`config.mk`:
```
export PLATFORM = sky130hd
export DESIGN_NAME = rx_fifo_drain_ctrl
export DESIGN_NICKNAME = d
export VERILOG_FILES = /design/src/rtl/rx_fifo_drain_ctrl.sv
export SDC_FILE = /design/constraint.sdc
export NUM_CORES = 1
export LEC_CHECK = 0
export BUFFER_PORTS_ARGS = -buffer_cell sky130_fd_sc_hd__buf_4
export CAP_MARGIN = 25
export CORE_UTILIZATION = 50
export CTS_CLUSTER_SIZE = 12
export DETAILED_ROUTE_END_ITERATION = 10
export GPL_ROUTABILITY_DRIVEN = 0
export PLACE_DENSITY_LB_ADDON = 0.15
export SLEW_MARGIN = 20
export SYNTH_ARGS = -nofsm -noshare
export SYNTH_HDL_FRONTEND = slang
export SYNTH_SLANG_ARGS = --single-unit
export TNS_END_PERCENT = 100
```
`constraint.sdc`:
```
create_clock -name clk -period 2.7 [get_ports clk]
set_clock_uncertainty 0.15 [all_clocks]
set_input_delay 0.135 -clock clk [delete_from_list [all_inputs] [get_ports clk]]
set_output_delay 0.135 -clock clk [all_outputs]
set_load 0.05 [all_outputs]
```
`src/rtl/rx_fifo_drain_ctrl.sv`:
```
// Read-side sequencer for a first-word-fall-through rx_fifo: drains an N-byte burst
// into a registered valid/ready stage and aborts if the FIFO starves for too long.
module rx_fifo_drain_ctrl #(
  parameter int LEN_W          = 7,
  parameter int TIMEOUT_CYCLES = 256
) (
  input  logic             clk,
  input  logic             n_rst,
  input  logic             req,
  input  logic [LEN_W-1:0] req_len,
  input  logic             fifo_empty,
  input  logic [7:0]       fifo_rdata,
  output logic             fifo_r_enable,
  output logic [7:0]       out_data,
  output logic             out_valid,
  input  logic             out_ready,
  output logic             busy,
  output logic             done,
  output logic             timeout,
  output logic [LEN_W-1:0] remaining
);

  localparam int WAIT_W = $clog2(TIMEOUT_CYCLES);
  localparam logic [WAIT_W-1:0] WAIT_LAST = WAIT_W'(TIMEOUT_CYCLES - 1);

  typedef enum logic [1:0] {
    S_IDLE,
    S_XFER,
    S_FLUSH
  } state_t;

  state_t            state;
  state_t            state_nxt;
  logic [WAIT_W-1:0] wait_cnt;
  logic              abort;
  logic              pop;
  logic              starved;
  logic              accept;
  logic              start;
  logic              flush_exit;

  assign accept     = out_valid & out_ready;
  assign start      = (state == S_IDLE) & req;
  assign pop        = (state == S_XFER) & (remaining != '0) & ~fifo_empty
                    & (~out_valid | out_ready);
  assign starved    = (state == S_XFER) & (remaining != '0) & fifo_empty;
  assign flush_exit = (state == S_FLUSH) & ~out_valid;

  assign fifo_r_enable = pop;
  assign busy          = (state != S_IDLE);

  always_comb begin
    // NOTE: default first so every path assigns state_nxt and no latch is inferred.
    state_nxt = state;
    unique case (state)
      S_IDLE: begin
        if (req) begin
          state_nxt = (req_len == '0) ? S_FLUSH : S_XFER;
        end
      end
      S_XFER: begin
        if (remaining == '0) begin
          state_nxt = S_FLUSH;
        end else if (starved && (wait_cnt == WAIT_LAST)) begin
          state_nxt = S_FLUSH;
        end
      end
      S_FLUSH: begin
        if (!out_valid) begin
          state_nxt = S_IDLE;
        end
      end
      default: state_nxt = S_IDLE;
    endcase
  end

  // NOTE: sequential state uses non-blocking assignments so every flop samples pre-edge values.
  always_ff @(posedge clk or negedge n_rst) begin
    if (!n_rst) begin
      state <= S_IDLE;
    end else begin
      state <= state_nxt;
    end
  end

  // Output stage: a pop refills it (even on the accept cycle), otherwise an accept empties it.
  always_ff @(posedge clk or negedge n_rst) begin
    if (!n_rst) begin
      out_data  <= '0;
      out_valid <= 1'b0;
    end else if (pop) begin
      out_data  <= fifo_rdata;
      out_valid <= 1'b1;
    end else if (accept) begin
      out_valid <= 1'b0;
    end
  end

  always_ff @(posedge clk or negedge n_rst) begin
    if (!n_rst) begin
      remaining <= '0;
      wait_cnt  <= '0;
      abort     <= 1'b0;
    end else if (start) begin
      remaining <= req_len;
      wait_cnt  <= '0;
      abort     <= 1'b0;
    end else if (pop) begin
      remaining <= remaining - LEN_W'(1);
      wait_cnt  <= '0;
    end else if (starved) begin
      // The last starved cycle raises abort instead of wrapping the counter.
      if (wait_cnt == WAIT_LAST) begin
        abort <= 1'b1;
      end else begin
        wait_cnt <= wait_cnt + WAIT_W'(1);
      end
    end
  end

  always_ff @(posedge clk or negedge n_rst) begin
    if (!n_rst) begin
      done    <= 1'b0;
      timeout <= 1'b0;
    end else begin
      done    <= flush_exit & ~abort;
      timeout <= flush_exit & abort;
    end
  end

endmodule

```
Word level (Yosys, flattened, before mapping)
Cells that the tools add are included.
{"block": "op_classes", "addsub": 2, "n_eq_ne": 8, "n_mux": 18, "n_bitwise": 13, "n_reduce_logical": 14}
{"op": "2-to-1 mux 8 bit", "count": 4}
{"op": "zero test 7 bit", "count": 2}
{"op": "2-to-1 mux 7 bit", "count": 2}
{"op": "2-to-1 mux 2 bit", "count": 5}
{"op": "nonzero test 2 bit", "count": 5}
{"op": "AND 1 bit", "count": 9}
{"op": "adder 8 x 1 -> 8 bit (second input constant)", "count": 1}
{"op": "equality test 8 bit (second input constant)", "count": 1}
{"op": "nonzero test 7 bit", "count": 1}
{"op": "subtractor 7 x 1 -> 7 bit (second input constant)", "count": 1}
{"op": "2-to-1 mux 1 bit", "count": 6}
{"op": "case mux 2 bit (3 select lines)", "count": 1}
{"op": "AND reduction 3 bit", "count": 2}
{"op": "inequality test 2 bit (second input constant)", "count": 2}
{"op": "inequality test 3 x 1 -> 1 bit (second input constant)", "count": 1}
{"op": "inequality test 3 bit (second input constant)", "count": 1}
{"op": "inverter 1 bit", "count": 3}
{"op": "nonzero test 3 bit", "count": 1}
{"op": "equality test 2 x 1 -> 1 bit (second input constant)", "count": 1}
{"op": "equality test 2 bit (second input constant)", "count": 1}
{"op": "zero test 2 bit", "count": 1}
{"op": "inequality test 2 x 1 -> 1 bit (second input constant)", "count": 1}
{"op": "AND reduction 2 bit", "count": 1}
{"op": "logical AND 1 bit", "count": 1}
{"op": "bitwise OR 1 bit", "count": 1}
{"block": "word_totals", "reg_bits": 29, "input_bits": 20, "output_inout_bits": 20, "word_cells": 63}

Logic depth before layout (Yosys ltp)
Gate-level depths: netlist of the first run.
{"block": "depth", "word_depth": 7, "depth_mapped": 7, "depth_no_buf": 7}

Worst setup path after synthesis of the first run
Ideal clock, no wire load.
{"block": "synth_path", "path_kind": "reg2reg", "from": "register remaining[0]", "to": "register out_data[0]", "setup_time_ps": 125, "arrival_time_ps": 2181, "t_required_ps": 2425, "slack_ps": 244, "stages_incl_launch_ff": 8, "path_buffers": 0, "synth_period_minus_slack_ps": 2456, "path_cell_list": "dfrtp_1 -> inv_1 -> ha_1 -> or4b_4 -> o21a_1 -> nand2_1 -> inv_2 -> mux2_2"}
{"block": "synth_between", "elab_chain_len": 4}
{"element": "start: declaration", "line_no": "20", "source": "output logic [LEN_W-1:0] remaining"}
{"element": "start signal: assignment", "line_no": "105", "source": "remaining <= req_len;"}
{"element": "start signal: assignment", "line_no": "109", "source": "remaining <= remaining - LEN_W'(1);"}
{"element": "nonzero test 7 bit", "line_no": "44", "source": "assign pop = (state == S_XFER) & (remaining != '0) & ~fifo_empty"}
{"element": "AND 1 bit (2 in a row)", "line_no": "44"}
{"element": "AND 1 bit", "line_no": "45", "source": "& (~out_valid | out_ready);"}
{"element": "via fifo_r_enable", "line_no": "13", "source": "output logic fifo_r_enable,"}
{"element": "end signal: assignment", "line_no": "92", "source": "out_data <= fifo_rdata;"}
{"element": "end: declaration", "line_no": "14", "source": "output logic [7:0] out_data,"}
The timed path passes the listed nets, and every way through them passes these cells.
A chain may end at the register's enable or synchronous reset.

Worst setup path after layout of the first run
{"block": "layout_path", "from": "register remaining[0]", "to": "output port fifo_r_enable"}
{"block": "layout_between", "elab_chain_len": 4}
{"element": "nonzero test 7 bit", "line_no": "44"}
{"element": "AND 1 bit (2 in a row)", "line_no": "44"}
{"element": "AND 1 bit", "line_no": "45"}
{"element": "end: declaration", "line_no": "13"}
Every way passes these cells.

==> run_results.csv, run 1 <==
group,metric,value,unit
setup_path,ff2ff_setup_slack,0.24,ns
global_routing,grtUsageTotal,26.2,%
sta,slew_violations,0,
sta,finalCritPeriodShare,96.0,%
detailed_routing,drt_first_pass_iters,4,
placed_design,dpl-instance-area,1800,um^2
setup_path,critPathCaptureType,"output pin",
finish,flow.area_growth_from_synthesis,38.0,%
global_routing,number_of_antenna_violations_at_the_first_check_in_global_routing,0,
yosys,netlist_area,1490,um^2
run,maxCapViolCount,0,
floorplanning,initial_cell_density_of_the_core,53.6,%
global_routing,grt_pass1_vias,1402,
detailed_routing,routedWlPerCell,16.9,um
setup_path,worstPathRequired,2.41,ns
yosys,yosysWarningCount,0,
clock_network,clockRootBuffer,"sky130_fd_sc_hd__clkbuf_4",
yosys,syn-num-nets,164,
setup_path,r2r-end,"remaining[1]",
detailed_routing,initialDrtViolationCount,39,
worst_hold_path,min_to,"remaining[2]",
pwr,power.density_cell_area,1170,nW/um^2
worst_hold_path,hold_path_startpoint,"req_len[2]",
clock_network,cts.path.max_buffers,2,
worst_hold_path,tightest_hold_check_type,"input pin to flop",
finish,post_route_cells_drive_above_1_share,33.8,%
sta,timing.slew.headroom,34.9,%
yosys,synth_sequential_area_ratio,48.7,%
clock_network,total_number_of_clock_tree_sinks,29,
floorplanning,placeableCoreArea,2780,um^2
sta,rsz_0062_raised_after_global_routing,"false",
finish,antenna_cells,0,
finish,final_nets,225,
finish,post_route_cell_area,2060,um^2
yosys,synth_flop_cell,"sky130_fd_sc_hd__dfrtp_1",
detailed_routing,detail_route.vias_per_cell,6.01,
floorplanning,design.portCount,40,
setup_path,path_cells,"inv_1, ha_1, or4b_4, o21a_2, nand2_2, inv_2, buf_4",
placed_design,port_buffers,39,
pwr,peakVddDrop,0.000962,V
sta,max_freq,386,MHz
floorplanning,overall_die_area,3200,um^2
yosys,netlist-cell-type-count,46,
global_routing,grt_max_degree,30,
worst_hold_path,count_of_cells_along_the_worst_hold_path,4,
clock_network,tritoncts,"yes",
global_routing,grt_pass1_wl,6310,um
yosys,ys_ff_latch,29,
setup_path,reg2reg_from,"remaining[0]",
yosys,ys_async_sr_fraction,100,%
clock_network,cts.htree.levels,2,
yosys,postSynthAreaPerCell,10.5,um^2
run_status,status,"complete, no violations",
detailed_routing,drcViolationCount,0,
clock_network,latest_clock_arrival_within_the_worst_skew_pair,0.33,ns
yosys,postSynthCellCount,142,
clock_network,cts_buffers,5,
setup_path,worst-path-max-fanout,11,
sta,setup-violations-final,0,
floorplanning,die_y,56.6,um
setup_path,critPathArrivalTime,2.31,ns
setup_path,critPathMaxStageDelay,0.52,ns
global_routing,globalRouteOverflowTotal,0,
sta,worst_pin_slew,0.969,ns
sta,timing.final.crit_period,2.59,ns
detailed_routing,routed_wl,3980,um
setup_path,setup.worst_path.class,"flop to output pin",
floorplanning,die-width,56.6,um
detailed_routing,route.antenna.remaining_nets,0,
sta,finalHoldWorstSlack,0.0545,ns
sta,timing.final.hold_violations,0,
setup_path,worst_r2r_path_depth,6,
placed_design,detailedPlacementHpwl,2500,um
floorplanning,rows,19,
clock_network,clk_pin_slew,0.10,ns
yosys,synth_edf_count,0,
setup_path,timing.critical_path.slowest_stage_cell,"sky130_fd_sc_hd__or4b_4",
pwr,total_leakage_power,0.000916,uW
sta,fin_tns_setup,0,ns
detailed_routing,detailroute.via_count,1412,
setup_path,crit_path_start_kind,"flop",
[state kept, by name, summed over array words and instances (netlist names)]
name       cells
abort          1
done           1
out_data       8
out_valid      1
remaining      7
state          2
timeout        1
wait_cnt       8
[routing by layer]
metal  vias up  share of wire, %  GRT usage [%]
met3        16               4.8           7.14
met2        62                52           45.2
met5         -                 0              0
met1       677                40           29.7
li1        657                 -              -
met4         0               3.7           12.5
[what timing repair did]
item,CTS,global route
buffers inserted,0,0
setup endpoints to repair,0,1
endpoints found under the hold margin,45,0
gates resized for setup,0,2
hold buffers,18,0
[how the worst max path moves through the flow]
stage	startpoint	to	slack [ns]	cells past startpoint
floorplan	remaining[0]	out_data[0]	0.24	7
global placement	remaining[0]	out_data[7]	0.41	7
detailed placement	remaining[0]	remaining[1]	0.29	6
CTS	remaining[0]	fifo_r_enable	0.03	7
global route	remaining[0]	fifo_r_enable	0.02	7
finish	remaining[0]	fifo_r_enable	0.11	7
[layout by cell type (no fill, tap or decap), types with 2 or more instances in the layout]
cell,netlist,routed
sky130_fd_sc_hd__dlygate4sd3_1,0,18
sky130_fd_sc_hd__a21oi_1,7,7
sky130_fd_sc_hd__nand2b_1,2,2
sky130_fd_sc_hd__buf_4,0,39
sky130_fd_sc_hd__a31oi_1,3,3
sky130_fd_sc_hd__mux2_2,8,8
sky130_fd_sc_hd__or2_2,5,5
sky130_fd_sc_hd__ha_1,2,2
sky130_fd_sc_hd__nand2_1,10,9
sky130_fd_sc_hd__dfrtp_1,29,29
sky130_fd_sc_hd__clkbuf_4,0,5
sky130_fd_sc_hd__inv_1,8,8
sky130_fd_sc_hd__clkbuf_8,0,2
sky130_fd_sc_hd__nor2b_1,2,2
sky130_fd_sc_hd__nand3_1,3,3
sky130_fd_sc_hd__or3_1,5,5
sky130_fd_sc_hd__o21bai_1,2,2
sky130_fd_sc_hd__o221ai_1,3,3
sky130_fd_sc_hd__and4_1,3,3
sky130_fd_sc_hd__nor4b_1,2,2
sky130_fd_sc_hd__nor3_1,2,2
sky130_fd_sc_hd__o41ai_1,2,2
sky130_fd_sc_hd__o31ai_1,2,2
sky130_fd_sc_hd__o211ai_1,4,4
sky130_fd_sc_hd__nand4_1,3,3
sky130_fd_sc_hd__o21ai_0,4,4
sky130_fd_sc_hd__nor2_1,7,7
[critical path: cells and delay by family (launching register included)]
family / cells / cell delay (ns)
AND/OR/NAND/NOR: 2 / 0.64
adder cells (fa/ha/maj): 1 / 0.19
flip-flops: 1 / 0.41
buffers and inverters: 3 / 0.42
AO/OA/AOI/OAI: 1 / 0.31
[metrics by stage]
stage / std cells / util (%) / setup WS (ns) / power (uW)
6_report: 235 / 73.9 / 0.109 / 2410
5_1_grt: 235 / 73.9 / 0.0211 / 2500
4_1_cts: 235 / 73.8 / 0.0302 / 2370
3_5_place_dp: 209 / 64.8 / 0.290 / 2040
3_3_place_gp: 209 / 64.8 / 0.408 / 2000
2_1_floorplan: 142 / - / 0.244 / 1670
[logic make-up (layout without fill, tap and decap cells)]
family                   count (synthesis)  in the layout  synth area share (%)
AO/OA/AOI/OAI                           37             37                  18.1
adder cells (fa/ha/maj)                  2              2                  1.68
buffers and inverters                   12             74                  3.61
flip-flops                              29             29                  48.7
multiplexers                             8              8                  6.05
AND/OR/NAND/NOR                         54             54                  21.9
[cells in the mapped netlist, drive strengths merged, types with 2 or more instances]
master | count | area, um^2
nor4b | 2 | 17.5
and3 | 2 | 18.8
o21bai | 2 | 15.0
o211ai | 4 | 30.0
ha | 2 | 25.0
o41ai | 2 | 17.5
dfrtp | 29 | 726
nor3 | 2 | 10.0
o221ai | 3 | 26.3
mux2 | 8 | 90.1
or2 | 5 | 31.3
nand2 | 10 | 37.5
o21ai | 6 | 41.3
nand3 | 3 | 15.0
o21a | 2 | 15.0
nor2 | 7 | 26.3
nor2b | 2 | 12.5
buf | 2 | 16.3
and4 | 3 | 26.3
nand4 | 3 | 18.8
or3 | 5 | 31.3
o31ai | 2 | 15.0
a21oi | 7 | 35.0
a31oi | 3 | 18.8
inv | 9 | 33.8
nand2b | 2 | 12.5
[layout make-up]
type / count / area (um^2)
multi-input combinational: 101 / 714
sequential: 29 / 726
inverter: 9 / 33.8
clock buffer: 7 / 65.1
tap: 31 / 38.8
timing repair buffer: 57 / 473
clock inverter: 1 / 5.00
fill: 204 / 726
[power by group]
| part | switching (uW) | internal (uW) | leakage, uW |
|---|---|---|---|
| logic | 892 | 470 | 0.000507 |
| clock network | 159 | 151 | 0.0000413 |
| registers | 148 | 587 | 0.000367 |
Power figures use the tool's default switching activity.
==> run 2: changes to the inputs <==
ABC_AREA = 0   (was unset)
CTS_BUF_LIST = sky130_fd_sc_hd__clkbuf_8   (was unset)
==> run 2 against run 1 <==
  * First-iteration DRC count down 2.6%
  * Critical path type unchanged
  * Sequential share of layout area down 0.17 points
  * Core utilization up 0.36 points
  * Power up 2.9%
  * Final area up 0.49%
  * Largest power group unchanged
  * Fmax down 0.61%
  * Register-to-register slack better by 0.05 ns
  * Count of clock-buffer cells in the layout unchanged
  * Highest routed layer unchanged
  * Via count down 3.6%
  * Sequential power about the same
  * Die area unchanged
==> run_results.csv, run 2 (synthesized netlist as in run 1, its figures left out) <==
group,metric,value,unit
run_status,status,"complete, no violations",
sta,finalCritPeriodShare,96.6,%
worst_hold_path,min_to,"out_valid",
placed_design,detailedPlacementHpwl,2500,um
global_routing,number_of_antenna_violations_at_the_first_check_in_global_routing,0,
finish,multiInputGateArea,713,um^2
setup_path,worst_r2r_path_depth,6,
placed_design,place.detailed.instances,209,
worst_hold_path,hold_path_startpoint,"out_ready",
detailed_routing,detail_route.vias_per_cell,5.84,
run,maxCapViolCount,0,
clock_network,post_cts.repair.setup_buffers,0,
worst_hold_path,tightest_hold_check_type,"input pin to flop",
clock_network,clockRootBuffer,"sky130_fd_sc_hd__clkbuf_8",
finish,final_cell_mix,"39 x sky130_fd_sc_hd__buf_4, 29 x sky130_fd_sc_hd__dfrtp_1, 16 x sky130_fd_sc_hd__dlygate4sd3_1, 9 x sky130_fd_sc_hd__nand2_1",
sta,worst_pin_slew,0.937,ns
finish,post_route_cells_drive_above_1_share,33.7,%
detailed_routing,routedWlPerCell,16.4,um
clock_network,latest_clock_arrival_within_the_worst_skew_pair,0.29,ns
pwr,peakVddDrop,0.00105,V
sta,max_freq,384,MHz
sta,slew_violations,0,
setup_path,r2r-end,"remaining[1]",
clock_network,cts.path.max_buffers,2,
sta,timing.final.crit_period,2.61,ns
clock_network,clk_pin_slew,0.06,ns
pwr,total_leakage_power,0.000919,uW
global_routing,grt_pass1_wl,6350,um
sta,rsz_0062_raised_after_global_routing,"false",
floorplanning,die-width,56.6,um
floorplanning,initial_cell_density_of_the_core,53.6,%
floorplanning,rows,19,
finish,reg.largest.list,"out_data: 8 flops, wait_cnt: 8 flops, remaining: 7 flops",
finish,flow.area_growth_from_synthesis,38.6,%
global_routing,grt_max_degree,30,
placed_design,port_buffers,39,
detailed_routing,routed_wl,3820,um
floorplanning,design.portCount,40,
setup_path,critPathArrivalTime,2.32,ns
floorplanning,placeableCoreArea,2780,um^2
global_routing,globalRouteOverflowTotal,0,
finish,final_nets,223,
finish,register_area,726,um^2
setup_path,setup.worst_path.class,"flop to output pin",
global_routing,grt_pass1_vias,1410,
clock_network,cts.htree.levels,2,
pwr,power.density_cell_area,1200,nW/um^2
setup_path,ff2ff_setup_slack,0.29,ns
worst_hold_path,count_of_cells_along_the_worst_hold_path,3,
setup_path,worst-path-max-fanout,11,
detailed_routing,initialDrtViolationCount,38,
sta,finalHoldWorstSlack,0.00549,ns
setup_path,reg2reg_from,"remaining[0]",
sta,setup-violations-final,0,
setup_path,worstPathRequired,2.41,ns
global_routing,grtUsageTotal,26.4,%
finish,leading_cell_type_in_the_layout_fill_and_taps_excluded,"sky130_fd_sc_hd__buf_4",
detailed_routing,drcViolationCount,0,
sta,fin_tns_setup,0,ns
detailed_routing,drt_first_pass_iters,4,
detailed_routing,route.antenna.remaining_nets,0,
clock_network,cts_buffers,5,
floorplanning,die_y,56.6,um
sta,timing.final.hold_violations,0,
finish,layoutNonFillerInstCount,233,
floorplanning,overall_die_area,3200,um^2
setup_path,crit_path_start_kind,"flop",
clock_network,total_number_of_clock_tree_sinks,29,
clock_network,tritoncts,"yes",
detailed_routing,detailroute.via_count,1361,
finish,antenna_cells,0,
finish,num-fill-cells,197,
sta,timing.slew.headroom,37.1,%
setup_path,critPathCaptureType,"output pin",
run 2: cell types whose count changed in the layout (fill, tap and decap cells not counted), sizes merged:
cell,before,now
dlygate4sd3,18,16
run 2: through the flow:
| step | power (uW) | util, % | cell area (um^2) | setup WS, ns |
|---|---|---|---|---|
| after detailed placement | 2040 | 64.8 | 1800 | 0.290 |
| after global placement | 2000 | 64.8 | 1800 | 0.408 |
| after global routing | 2590 | 74.3 | 2070 | 0.000621 |
| final | 2480 | 74.3 | 2070 | 0.0931 |
| after CTS | 2460 | 74.2 | 2060 | 0.0937 |
| after floorplan | 1670 | - | 1490 | 0.244 |
run 2: how the worst max path moves through the flow:
stage / from / to / slack (ns) / cells past startpoint
global placement: remaining[0] / out_data[7] / 0.41 / 7
detailed placement: remaining[0] / remaining[1] / 0.29 / 6
floorplan: remaining[0] / out_data[0] / 0.24 / 7
global route: remaining[0] / fifo_r_enable / 0.0006 / 7
CTS: remaining[0] / fifo_r_enable / 0.09 / 7
finish: remaining[0] / fifo_r_enable / 0.09 / 7
run 2: layout make-up:
cell class,instances,area share [%]
tap,31,1.88
clock inverter,1,0.242
sequential,29,35.1
timing repair buffer,55,21.9
multi-input combinational,101,34.5
inverter,9,1.64
clock buffer,7,4.66
run 2: power by group:
group | switching, uW | internal, uW | leakage (uW) | total, uW
combinational | 883 | 457 | 0.000497 | 1340
sequential | 146 | 588 | 0.000367 | 734
clock | 172 | 230 | 0.0000542 | 402
run 2: repair_timing:
| action | 4_1_cts | 5_1_grt |
|---|---|---|
| resized for setup | 0 | 1 |
| hold buffers | 16 | 0 |
| hold endpoints to repair | 44 | 0 |
| endpoints found under the setup margin | 0 | 1 |
run 2: worst max-delay path, stage by stage (launching register included):
cell,delay [ns]
sky130_fd_sc_hd__dfrtp_1,0.40
sky130_fd_sc_hd__inv_1,0.11
sky130_fd_sc_hd__ha_1,0.19
sky130_fd_sc_hd__or4b_4,0.51
sky130_fd_sc_hd__o21a_1,0.33
sky130_fd_sc_hd__nand2_2,0.16
sky130_fd_sc_hd__inv_2,0.12
sky130_fd_sc_hd__buf_4,0.21
run 2: layer usage:
| metal | GRT usage (%) | part of all wire, % | vias to the layer above |
|---|---|---|---|
| li1 | - | - | 652 |
| met4 | 8.36 | 1.6 | 0 |
| met3 | 7.14 | 3.7 | 9 |
| met1 | 31.7 | 42 | 662 |
| met2 | 45.5 | 52 | 38 |
| met5 | 0 | 0 | - |
